<file path="config.mk">
export PLATFORM = sky130hd
export DESIGN_NAME = apb_uart_regbank
export DESIGN_NICKNAME = d
export VERILOG_FILES = /design/src/rtl/uart_apb_pkg.sv /design/src/rtl/apb_wait_ctrl.sv /design/src/rtl/apb_uart_regbank.sv
export SDC_FILE = /design/constraint.sdc
export NUM_CORES = 1
export LEC_CHECK = 0
export BUFFER_PORTS_ARGS = -buffer_cell sky130_fd_sc_hd__buf_2
export CORE_MARGIN = 3
export CORE_UTILIZATION = 35
export CTS_CLUSTER_DIAMETER = 100
export DETAILED_ROUTE_END_ITERATION = 12
export GPL_TIMING_DRIVEN = 1
export HOLD_SLACK_MARGIN = 0.08
export PLACE_DENSITY_LB_ADDON = 0.1
export SLEW_MARGIN = 20
export SYNTH_ARGS = -nofsm -noshare
export SYNTH_HDL_FRONTEND = slang
export SYNTH_SLANG_ARGS = --single-unit
</file>
<file path="constraint.sdc">
create_clock -name pclk_i -period 2.3 [get_ports pclk_i]
set_clock_uncertainty 0.05 [all_clocks]
set_input_delay 0.23 -clock pclk_i [delete_from_list [all_inputs] [get_ports pclk_i]]
set_output_delay 0.23 -clock pclk_i [all_outputs]
set_load 0.01 [all_outputs]
</file>
<file path="src/rtl/uart_apb_pkg.sv">
`default_nettype none
// -----------------------------------------------------------------------------
// uart_apb_pkg : bus FSM encoding, register indices and bit positions
// Revision     : 1.0
// -----------------------------------------------------------------------------
package uart_apb_pkg;

   typedef enum logic [1:0] {
      ST_IDLE  = 2'd0,
      ST_WAIT  = 2'd1,
      ST_READY = 2'd2
   } apb_state_e;

   localparam int unsigned REG_BAUD          = 0;
   localparam int unsigned REG_CTRL          = 1;
   localparam int unsigned REG_TXDATA        = 2;
   localparam int unsigned REG_RXDATA        = 3;
   localparam int unsigned REG_STATUS        = 4;
   localparam int unsigned REG_FIRST_SCRATCH = 5;

   localparam int unsigned CTRL_RX_IE  = 0;
   localparam int unsigned CTRL_TX_IE  = 1;
   localparam int unsigned CTRL_OVR_IE = 2;

   localparam int unsigned STAT_TX_RDY = 0;
   localparam int unsigned STAT_RX_RDY = 1;
   localparam int unsigned STAT_OVR    = 2;

endpackage
`default_nettype wire

</file>
<file path="src/rtl/apb_wait_ctrl.sv">
`default_nettype none
// -----------------------------------------------------------------------------
// apb_wait_ctrl : APB transfer sequencer with programmable access wait states
// Revision      : 1.0
// -----------------------------------------------------------------------------
module apb_wait_ctrl
   import uart_apb_pkg::*;
#(
   parameter int WAIT_STATES = 0
) (
   input  logic clk_i,
   input  logic rst_i,
   input  logic psel_i,
   input  logic penable_i,
   output logic idle_o,
   output logic setup_o,
   output logic enter_ready_o,
   output logic pready_o,
   output logic complete_o
);

   localparam logic [3:0] c_wait_last = (WAIT_STATES > 0) ? 4'(WAIT_STATES - 1) : 4'd0;

   apb_state_e state_q, state_d;
   logic [3:0] cnt_q, cnt_d;
   logic       w_access;

   assign w_access = psel_i & penable_i;

   always_ff @(posedge clk_i) begin
      if (rst_i) begin
         state_q <= ST_IDLE;
         cnt_q   <= 4'd0;
      end else begin
         state_q <= state_d;
         cnt_q   <= cnt_d;
      end
   end

   always_comb begin
      state_d = state_q;
      cnt_d   = cnt_q;
      unique case (state_q)
         ST_IDLE: begin
            if (psel_i && !penable_i) begin
               cnt_d   = 4'd0;
               state_d = (WAIT_STATES == 0) ? ST_READY : ST_WAIT;
            end
         end
         ST_WAIT: begin
            // Dropping psel abandons the transfer before any side effect.
            if (!psel_i) begin
               state_d = ST_IDLE;
            end else if (w_access) begin
               if (cnt_q == c_wait_last) state_d = ST_READY;
               else                      cnt_d   = cnt_q + 4'd1;
            end
         end
         ST_READY: state_d = ST_IDLE;
         default:  state_d = ST_IDLE;
      endcase
   end

   assign idle_o        = (state_q == ST_IDLE);
   assign setup_o       = idle_o & psel_i & ~penable_i;
   assign enter_ready_o = (state_d == ST_READY);
   assign pready_o      = (state_q == ST_READY);
   assign complete_o    = pready_o & w_access;

endmodule
`default_nettype wire

</file>
<file path="src/rtl/apb_uart_regbank.sv">
`default_nettype none
// -----------------------------------------------------------------------------
// apb_uart_regbank : APB3 register bank for the UART core (decode + registers)
// Revision         : 1.0
// -----------------------------------------------------------------------------
module apb_uart_regbank
   import uart_apb_pkg::*;
#(
   parameter int                    DATA_WIDTH  = 8,
   parameter int                    ADDR_WIDTH  = 3,
   parameter int                    NUM_REGS    = 6,
   parameter int                    WAIT_STATES = 0,
   parameter logic [DATA_WIDTH-1:0] BAUD_RESET  = '0
) (
   input  logic                  pclk_i,
   input  logic                  preset_i,
   input  logic                  psel_i,
   input  logic                  penable_i,
   input  logic                  pwrite_i,
   input  logic [ADDR_WIDTH-1:0] paddr_i,
   input  logic [DATA_WIDTH-1:0] pwdata_i,
   output logic [DATA_WIDTH-1:0] prdata_o,
   output logic                  pready_o,
   output logic                  pslverr_o,
   output logic [DATA_WIDTH-1:0] baud_val_o,
   output logic [DATA_WIDTH-1:0] ctrl_o,
   output logic [DATA_WIDTH-1:0] tx_data_o,
   output logic                  tx_wr_o,
   input  logic [DATA_WIDTH-1:0] rx_data_i,
   output logic                  rx_rd_o,
   input  logic                  tx_rdy_i,
   input  logic                  rx_rdy_i,
   input  logic                  rx_ovr_i,
   output logic                  irq_o
);

   logic [ADDR_WIDTH-1:0] addr_q;
   logic                  write_q;
   logic [DATA_WIDTH-1:0] wdata_q;
   logic [DATA_WIDTH-1:0] baud_q, ctrl_q, txdata_q, prdata_q;
   logic [DATA_WIDTH-1:0] scratch_q [NUM_REGS];
   logic                  ovr_q, pslverr_q, tx_wr_q, rx_rd_q;

   logic                  w_idle, w_setup, w_enter_ready, w_complete;
   logic [ADDR_WIDTH-1:0] w_addr;
   logic [31:0]           w_idx;
   logic                  w_write, w_valid, w_err, w_commit, w_wr_commit, w_clr;
   logic [DATA_WIDTH-1:0] w_rdata;

   apb_wait_ctrl #(
      .WAIT_STATES (WAIT_STATES)
   ) u_wait_ctrl (
      .clk_i         (pclk_i),
      .rst_i         (preset_i),
      .psel_i        (psel_i),
      .penable_i     (penable_i),
      .idle_o        (w_idle),
      .setup_o       (w_setup),
      .enter_ready_o (w_enter_ready),
      .pready_o      (pready_o),
      .complete_o    (w_complete)
   );

   // Zero-wait transfers reach READY on the setup edge, before the capture lands.
   assign w_addr      = w_idle ? paddr_i  : addr_q;
   assign w_write     = w_idle ? pwrite_i : write_q;
   assign w_idx       = 32'(w_addr);
   assign w_valid     = (w_idx < NUM_REGS);
   assign w_err       = ~w_valid | (w_write & (w_idx == REG_RXDATA));
   assign w_commit    = w_complete & ~w_err;
   assign w_wr_commit = w_commit & write_q;
   assign w_clr       = w_wr_commit & (w_idx == REG_STATUS) & wdata_q[STAT_OVR];

   always_comb begin
      w_rdata = '0;
      case (w_idx)
         REG_BAUD:   w_rdata = baud_q;
         REG_CTRL:   w_rdata = ctrl_q;
         REG_TXDATA: w_rdata = txdata_q;
         REG_RXDATA: w_rdata = rx_data_i;
         REG_STATUS: begin
            w_rdata[STAT_TX_RDY] = tx_rdy_i;
            w_rdata[STAT_RX_RDY] = rx_rdy_i;
            w_rdata[STAT_OVR]    = ovr_q;
         end
         default:    if (w_valid) w_rdata = scratch_q[w_addr];
      endcase
   end

   always_ff @(posedge pclk_i) begin
      if (preset_i) begin
         addr_q    <= '0;
         write_q   <= 1'b0;
         wdata_q   <= '0;
         baud_q    <= BAUD_RESET;
         ctrl_q    <= '0;
         txdata_q  <= '0;
         ovr_q     <= 1'b0;
         prdata_q  <= '0;
         pslverr_q <= 1'b0;
         tx_wr_q   <= 1'b0;
         rx_rd_q   <= 1'b0;
         for (int i = 0; i < NUM_REGS; i++) scratch_q[i] <= '0;
      end else begin
         if (w_setup) begin
            addr_q  <= paddr_i;
            write_q <= pwrite_i;
            wdata_q <= pwdata_i;
         end
         prdata_q  <= (w_enter_ready && !w_write) ? w_rdata : '0;
         pslverr_q <= w_enter_ready & w_err;
         tx_wr_q   <= w_wr_commit & (w_idx == REG_TXDATA);
         rx_rd_q   <= w_commit & ~write_q & (w_idx == REG_RXDATA);
         // A receiver overrun on the clearing edge must not be lost.
         ovr_q     <= rx_ovr_i | (ovr_q & ~w_clr);
         if (w_wr_commit) begin
            case (w_idx)
               REG_BAUD:   baud_q   <= wdata_q;
               REG_CTRL:   ctrl_q   <= wdata_q;
               REG_TXDATA: txdata_q <= wdata_q;
               default:    if (w_idx >= REG_FIRST_SCRATCH) scratch_q[w_addr] <= wdata_q;
            endcase
         end
      end
   end

   assign prdata_o   = prdata_q;
   assign pslverr_o  = pslverr_q;
   assign baud_val_o = baud_q;
   assign ctrl_o     = ctrl_q;
   assign tx_data_o  = txdata_q;
   assign tx_wr_o    = tx_wr_q;
   assign rx_rd_o    = rx_rd_q;
   assign irq_o      = (ctrl_q[CTRL_RX_IE]  & rx_rdy_i) |
                       (ctrl_q[CTRL_TX_IE]  & tx_rdy_i) |
                       (ctrl_q[CTRL_OVR_IE] & ovr_q);

endmodule
`default_nettype wire

</file>
==> results of run 1 <==
report_power, final:
group	internal [mW]	total, mW	switching (mW)
logic	0.0805	0.177	0.0967
registers	1.11	1.14	0.0236
clock network	0.561	0.967	0.405
total	1.75	2.28	0.525
timing repair:
action                     in CTS  in global routing
hold buffers                    6                  0
setup endpoints to repair       0                 16
resized for setup               0                  1
hold endpoints to repair        6                  0
sequential cells by signal, indices dropped and copies added (netlist names), 2 cells and up:
register and flops:
ctrl_o 8, baud_val_o 8, u_wait_ctrl.cnt_q 4, scratch_q 8
u_wait_ctrl.state_q 2, prdata_o 8, tx_data_o 8, addr_q 3
wdata_q 8
per-stage QoR:
step | hold WS (ps) | instance area [µm²] | utilization [%] | power, mW
6_report | 98.5 | 3500 | 46.7 | 2.28
5_1_grt | 85.0 | 3500 | 46.7 | 2.37
4_1_cts | 83.5 | 3500 | 46.7 | 2.31
3_5_place_dp | 426 | 3240 | 43.2 | 1.33
3_3_place_gp | 419 | 3240 | 43.2 | 1.33
2_1_floorplan | 269 | 2790 | - | 1.26
worst register-to-register path: stages (launching register included):
cell	delay (ps)
dfxtp_1	470
nor2_4	360
mux2i_1	300
mux2_2	360
a222oi_1	310
nor2_1	100
cell usage in the layout, fill, tap and decap left out, drive strengths merged, types with 2 or more instances in the layout:
cell type / instances
a22o: 5
buf: 72
nand2: 39
a211oi: 2
mux2i: 37
clkbuf: 12
nand4: 3
dlygate4sd3: 6
or2: 3
o31ai: 2
nor3: 4
a222oi: 2
nor4b: 5
dfxtp: 54
nor3b: 3
nor2: 35
inv: 6
nand3: 5
ha: 2
edfxtp: 8
nor2b: 4
xor2: 2
a21oi: 22
and2: 8
o221a: 5
o21ai: 3
clkinv: 2
worst paths after layout:
check                                                   to  slack (ps)  cells after the start
worst max-delay path                prdata_o[1]$_SDFF_PP0_         240                      5
worst min register to register  baud_val_o[2]$_SDFFE_PP0P_         440                      2
worst min-delay path               wdata_q[2]$_SDFFE_PP0P_         100                      3
worst max register to register      prdata_o[1]$_SDFF_PP0_         240                      5
final cells by class:
type	count	area, µm²	area share (%)
Clock buffer	12	156	4.47
Inverter	6	22.5	0.644
Multi-Input combinational cell	205	1370	39.3
Clock inverter	3	43.8	1.25
Tap cell	99	124	3.54
Sequential cell	62	1320	37.8
Timing Repair Buffer	78	455	13.0
per-layer routing:
layer / vias to the layer above / global-route usage, % / part of all wire (%)
li1: 1169 / - / -
met1: 1089 / 24.9 / 49
met2: 80 / 22.5 / 42
met3: 9 / 3.63 / 6.7
met4: 0 / 6.73 / 1.6
met5: - / 0 / 0
synth_stat cells, types with 3 or more instances:
| master | n | area share [%] |
|---|---|---|
| nand3_1 | 5 | 0.90 |
| nor2b_1 | 4 | 0.90 |
| nor2_1 | 34 | 4.6 |
| or2_2 | 3 | 0.67 |
| nor3_1 | 4 | 0.72 |
| a21oi_1 | 22 | 3.9 |
| o221a_2 | 5 | 2.0 |
| dfxtp_1 | 54 | 39 |
| inv_1 | 6 | 0.81 |
| a22o_1 | 5 | 1.6 |
| buf_2 | 5 | 0.90 |
| o21ai_0 | 3 | 0.54 |
| nand2_1 | 37 | 5.0 |
| nand4_1 | 3 | 0.67 |
| and2_1 | 8 | 1.8 |
| mux2i_1 | 36 | 13 |
| nor4b_1 | 4 | 1.3 |
| clkbuf_1 | 5 | 0.67 |
| edfxtp_1 | 8 | 8.6 |
kinds of logic after synthesis:
group           after synthesis
fa+ha+maj                     2
xor+xnor                      2
compound gates               46
mux                          38
buf+inv                      20
simple gates                117
flops                        62
==> key figures, run 1 <==
Timing
  – Slew margin rel.: between 60 and 70%
  – Period utilization: 89.7%
  – Achievable Freq: 0.485 GHz
  – Final hold vios: 0
  – Least-Margin Pin Slew: roughly 540 ps
  – Final Setup Violations: 0
  – Crit path time final: about 2100 ps
  – Final setup margin: 237 ps
  – Setup TNS: 0 ps
  – RSZ-0062 raised after global routing: no
  – Pins Over Slew Limit: 0

Floorplan
  – Rows: 31
  – Die X: 95.3 µm
  – Die footprint: 9090 µm²
  – Io pins: 64
  – Starting Density: around 37%
  – Core box area: about 7500 µm²
  – Die height: 95.3 µm

Critical path
  – CP delay by family, top: multiplexers
  – Worst Path Arrival: 2210 ps
  – WP buf/inv: 0
  – Worst setup EP type: flop
  – Slowest stage delay, CP: 470 ps
  – CP max FO: 13
  – Setup crit start: u_wait_ctrl.state_q[0]$_SDFF_PP0_
  – Worst-path cell chain: nor2_4 -> mux2i_1 -> mux2_2 -> a222oi_1 -> nor2_1
  – Critical path's slowest cell: dfxtp_1
  – Critical Path Source Type: flop
  – WP data required: 2450 ps
  – Critical path class: flop to flop
  – RR Startpoint: u_wait_ctrl.state_q[0]$_SDFF_PP0_

Cells and area
  – Final nets: slightly below 400
  – Fin cells: around 470
  – Area delta synth->final: 25.1%
  – FILL cells: 761
  – Number of diodes: 0
  – Ratio of cells with drive above 1 in the final layout: about 29%

Placement
  – PortBufs: 63
  – Setup WS pre-CTS: 177 ps
  – Gp weighted congestion: 0.793
  – Dpl hpwl: 5350 µm
  – Cell count after placement: 444

Synthesis
  – Synth Net Count: 316
  – Cell Area, Synth: 2790 µm²
  – Syn. warnings: 0
  – Post-synthesis area per instance: just under 10 µm²
  – Asr flop ratio synth: 0%
  – Synth Area in XOR/XNOR: 0.627%
  – Distinct cells, synth: 48
  – Seq cells post-synth: 62
  – Area share of fa/ha/maj cells after synthesis: less than 1%
  – Synthesized-area fraction occupied by ao, oa, aoi and oai cells: about an eighth
  – Mux share of post-synthesis cell area: 14.1%
  – Seq/Total Area, Yosys: 47.3%
  – Number of flops mapped to enable cells by yosys: 8
  – Top FF cell, synth: dfxtp_1
  – Post-Synthesis Cells: 287
  – Simple-gate share of the synthesized area: 21.5%
  – Largest family of logic cells by synthesized area: simple AND/OR/NAND/NOR gates

Routing
  – ANT nets after route: 0
  – Routed WL per cell: 15.6 µm
  – Via count: approximately 2.3k
  – Routed WL: around 7200 µm
  – Pre-Repair DR Iteration Count: 5
  – Number of vias per cell: slightly above 5
  – Drt drc: 0
  – Drt first-iter violations: 108

Status
  – Run status: completed

Clock tree
  – CTS buffer count: 9
  – Clock sink count: 62
  – Worst-skew pair later-pin latency: 330 ps
  – Max H-tree Level: 3
  – Clock buffer depth: 2
  – CTS tree: yes
  – CTS root buf: clkbuf_8
  – CTS clk-pin slew, worst paths: about 70 ps
  – Postcts setup bufs: 0

Global route
  – Initial antenna violation count: 0
  – GR Util All Layers: 16.5%
  – Total congestion overflow: 0
  – First-pass GRT wire length: between 10000 and 15000 µm
  – Vias in the first global route: approximately 2.1k
  – Largest net degree at the start of global routing: 28

Min path
  – Hold Crit Class: input port to flop
  – Min-delay src: pwdata_i[2]

Power and ir drop
  – Maximum vdd ir drop: about 0.32 mV
  – PD cells: 652 nW/µm²
  – Leakage power: 1.54 nW

Run
  – Max_cap viols: 0
(Power assumes the default switching activity.)
==> inputs of run 2 (changes only) <==
--- a/config.mk
+++ b/config.mk
@@ -13,6 +13,7 @@
 export GPL_TIMING_DRIVEN = 1
 export HOLD_SLACK_MARGIN = 0.08
 export PLACE_DENSITY_LB_ADDON = 0.1
+export RECOVER_POWER = 25
 export SLEW_MARGIN = 20
 export SYNTH_ARGS = -nofsm -noshare
 export SYNTH_HDL_FRONTEND = slang
==> constraint.sdc (replaced) <==
create_clock -name pclk_i -period 2.5 [get_ports pclk_i]
set_clock_uncertainty 0.05 [all_clocks]
set_input_delay 0.25 -clock pclk_i [delete_from_list [all_inputs] [get_ports pclk_i]]
set_output_delay 0.25 -clock pclk_i [all_outputs]
set_load 0.01 [all_outputs]
==> run 2 against run 1 <==
  * Clock power rose by 2%
  * Critical path depth decreased by 1
  * Fmax down 5.4%
  * Sequential power is 9% lower
  * First-iteration DRC count rose by 31%
  * Final area fell by 2.4%
  * Register-to-register slack improved by 80 ps
==> key figures, run 2 (synthesis results as in run 1) <==
Status
  – Run status: completed

Critical path
  – WP buf/inv: 0 (unchanged)
  – Worst setup EP type: flop
  – Worst Path Arrival: 2130 ps (-80 ps)
  – Critical Path Source Type: flop
  – Worst-path cell chain: or2_2 -> o21ai_0 -> nand2_1 -> nand2b_1
  – Critical path class: flop to flop
  – Critical path's slowest cell: dfxtp_1
  – CP delay by family, top: simple AND/OR/NAND/NOR gates
  – CP max FO: 13 (unchanged)
  – Slowest stage delay, CP: 460 ps (about the same)
  – WP data required: 2450 ps (about the same)

Power and ir drop
  – PD cells: 639 nW/µm² (-1.9%)
  – Leakage power: 1.40 nW (-9.4%)
  – Maximum vdd ir drop: 0.315 mV (-0.59%)
  – Total power: 2.18 mW (-4.3%)

Routing
  – ANT nets after route: 0 (unchanged)
  – Pre-Repair DR Iteration Count: 5 (unchanged)
  – Drt drc: 0 (unchanged)
  – Number of vias per cell: 5.06 (+0.27%)
  – Routed WL: 7300 µm (+0.75%)
  – Routed WL per cell: 15.9 µm (+1.8%)
  – Via count: 2328 (-0.81%)
  – Drt first-iter violations: 141 (+31%)

Global route
  – First-pass GRT wire length: 11400 µm (+2.0%)
  – Initial antenna violation count: 0 (unchanged)
  – Vias in the first global route: 2099 (-0.57%)
  – Total congestion overflow: 0 (unchanged)
  – Largest net degree at the start of global routing: 28 (unchanged)
  – GR Util All Layers: 16.8% (+0.30 points)

Timing
  – Crit path time final: 2180 ps (+118 ps)
  – Slew margin rel.: 66.4% (+2.4 points)
  – RSZ-0062 raised after global routing: no
  – Setup TNS: 0 ps (unchanged)
  – Pins Over Slew Limit: 0 (unchanged)
  – Achievable Freq: 0.459 GHz (-5.4%)
  – Final hold vios: 0 (unchanged)
  – Period utilization: 87.2% (-2.5 points)
  – Least-Margin Pin Slew: 504 ps (-36.1 ps)
  – Final Setup Violations: 0 (unchanged)

Floorplan
  – Die height: 95.3 µm (unchanged)
  – Rows: 31 (unchanged)
  – Die X: 95.3 µm (unchanged)
  – Io pins: 64 (unchanged)
  – Core box area: 7490 µm² (unchanged)
  – Starting Density: 37.3% (unchanged)
  – Die footprint: 9090 µm² (unchanged)

Clock tree
  – Worst-skew pair later-pin latency: 340 ps (about the same)
  – CTS buffer count: 9 (unchanged)
  – CTS clk-pin slew, worst paths: 70 ps (about the same)
  – Postcts setup bufs: 0 (unchanged)
  – Clock sink count: 62 (unchanged)
  – Max H-tree Level: 3 (unchanged)
  – CTS tree: yes
  – CTS root buf: clkbuf_8
  – Clock buffer depth: 2 (unchanged)

Cells and area
  – Final nets: 385 (-1.5%)
  – Commonest non-fill, non-tap cells in the layout: dfxtp_1 (54), nand2_1 (37), buf_2 (37)
  – Commonest non-fill, non-tap cell in the layout: dfxtp_1
  – Ratio of cells with drive above 1 in the final layout: 22.4% (-6.3 points)
  – Number of diodes: 0 (unchanged)
  – Area delta synth->final: 22.2%
  – Design Area, Final: 3410 µm² (-2.4%)

Placement
  – Cell Area, Placed: 3220 µm² (-0.62%)
  – Gp weighted congestion: 0.787 (-0.77%)
  – PortBufs: 63 (unchanged)
  – Dpl hpwl: 5240 µm (-2.2%)

Min path
  – Hold Crit Class: input port to flop

Run
  – Max_cap viols: 0 (unchanged)
## run 2: tightest hold or removal path, cell delays in order
cell     delay (ps)
buf_2            90
nand2_1          40
a21oi_1          50
## run 2: area by class of cell
class / instances / area, µm²
clock buffers: 9 / 124
fillers: 763 / 4070
clock inverters: 7 / 96.3
inverters: 6 / 22.5
multi-input cells: 205 / 1370
flip-flops and latches: 62 / 1320
well taps: 99 / 124
repair buffers: 72 / 353
## run 2: metal layers
layer / global-route usage [%] / up-vias / part of all wire [%]
li1: - / 1159 / -
met1: 26.0 / 1105 / 52
met2: 22.1 / 57 / 41
met3: 4.81 / 7 / 5.5
met4: 5.17 / 0 / 1.2
met5: 0 / - / 0
## run 2: timing repair
action                    in CTS  in global routing
hold endpoints to repair       0                  1
gates resized for setup        0                  0
hold buffers                   0                  1
## run 2: final timing paths
path,from,to,slack (ps),cells past startpoint
max,u_wait_ctrl.state_q[0]$_SDFF_PP0_,scratch_q[5][3]$_DFFE_PP_,320,4
min,pwdata_i[4],wdata_q[4]$_SDFFE_PP0P_,90,3
max reg2reg,u_wait_ctrl.state_q[0]$_SDFF_PP0_,scratch_q[5][3]$_DFFE_PP_,320,4
min reg2reg,baud_val_o[2]$_SDFFE_PP0P_,baud_val_o[2]$_SDFFE_PP0P_,440,2
## run 2: power by group
| group | internal (mW) | total (mW) | switching [mW] | leakage [nW] |
|---|---|---|---|---|
| registers | 1.02 | 1.04 | 0.0216 | 0.520 |
| clock network | 0.562 | 0.984 | 0.421 | 0.102 |
| logic | 0.0651 | 0.154 | 0.0894 | 0.776 |
| total | 1.65 | 2.18 | 0.532 | 1.40 |
## run 2: per-stage QoR
stage                     std cells  utilization [%]  worst slack, ps  hold WS [ps]
after floorplan                 287                -              649           289
after global placement          443             43.0              379           431
after CTS                       459             45.9              330          84.4
after detailed placement        443             43.0              367           441
final                           460             45.6              319          91.5
after global routing            460             45.6             95.6          89.7
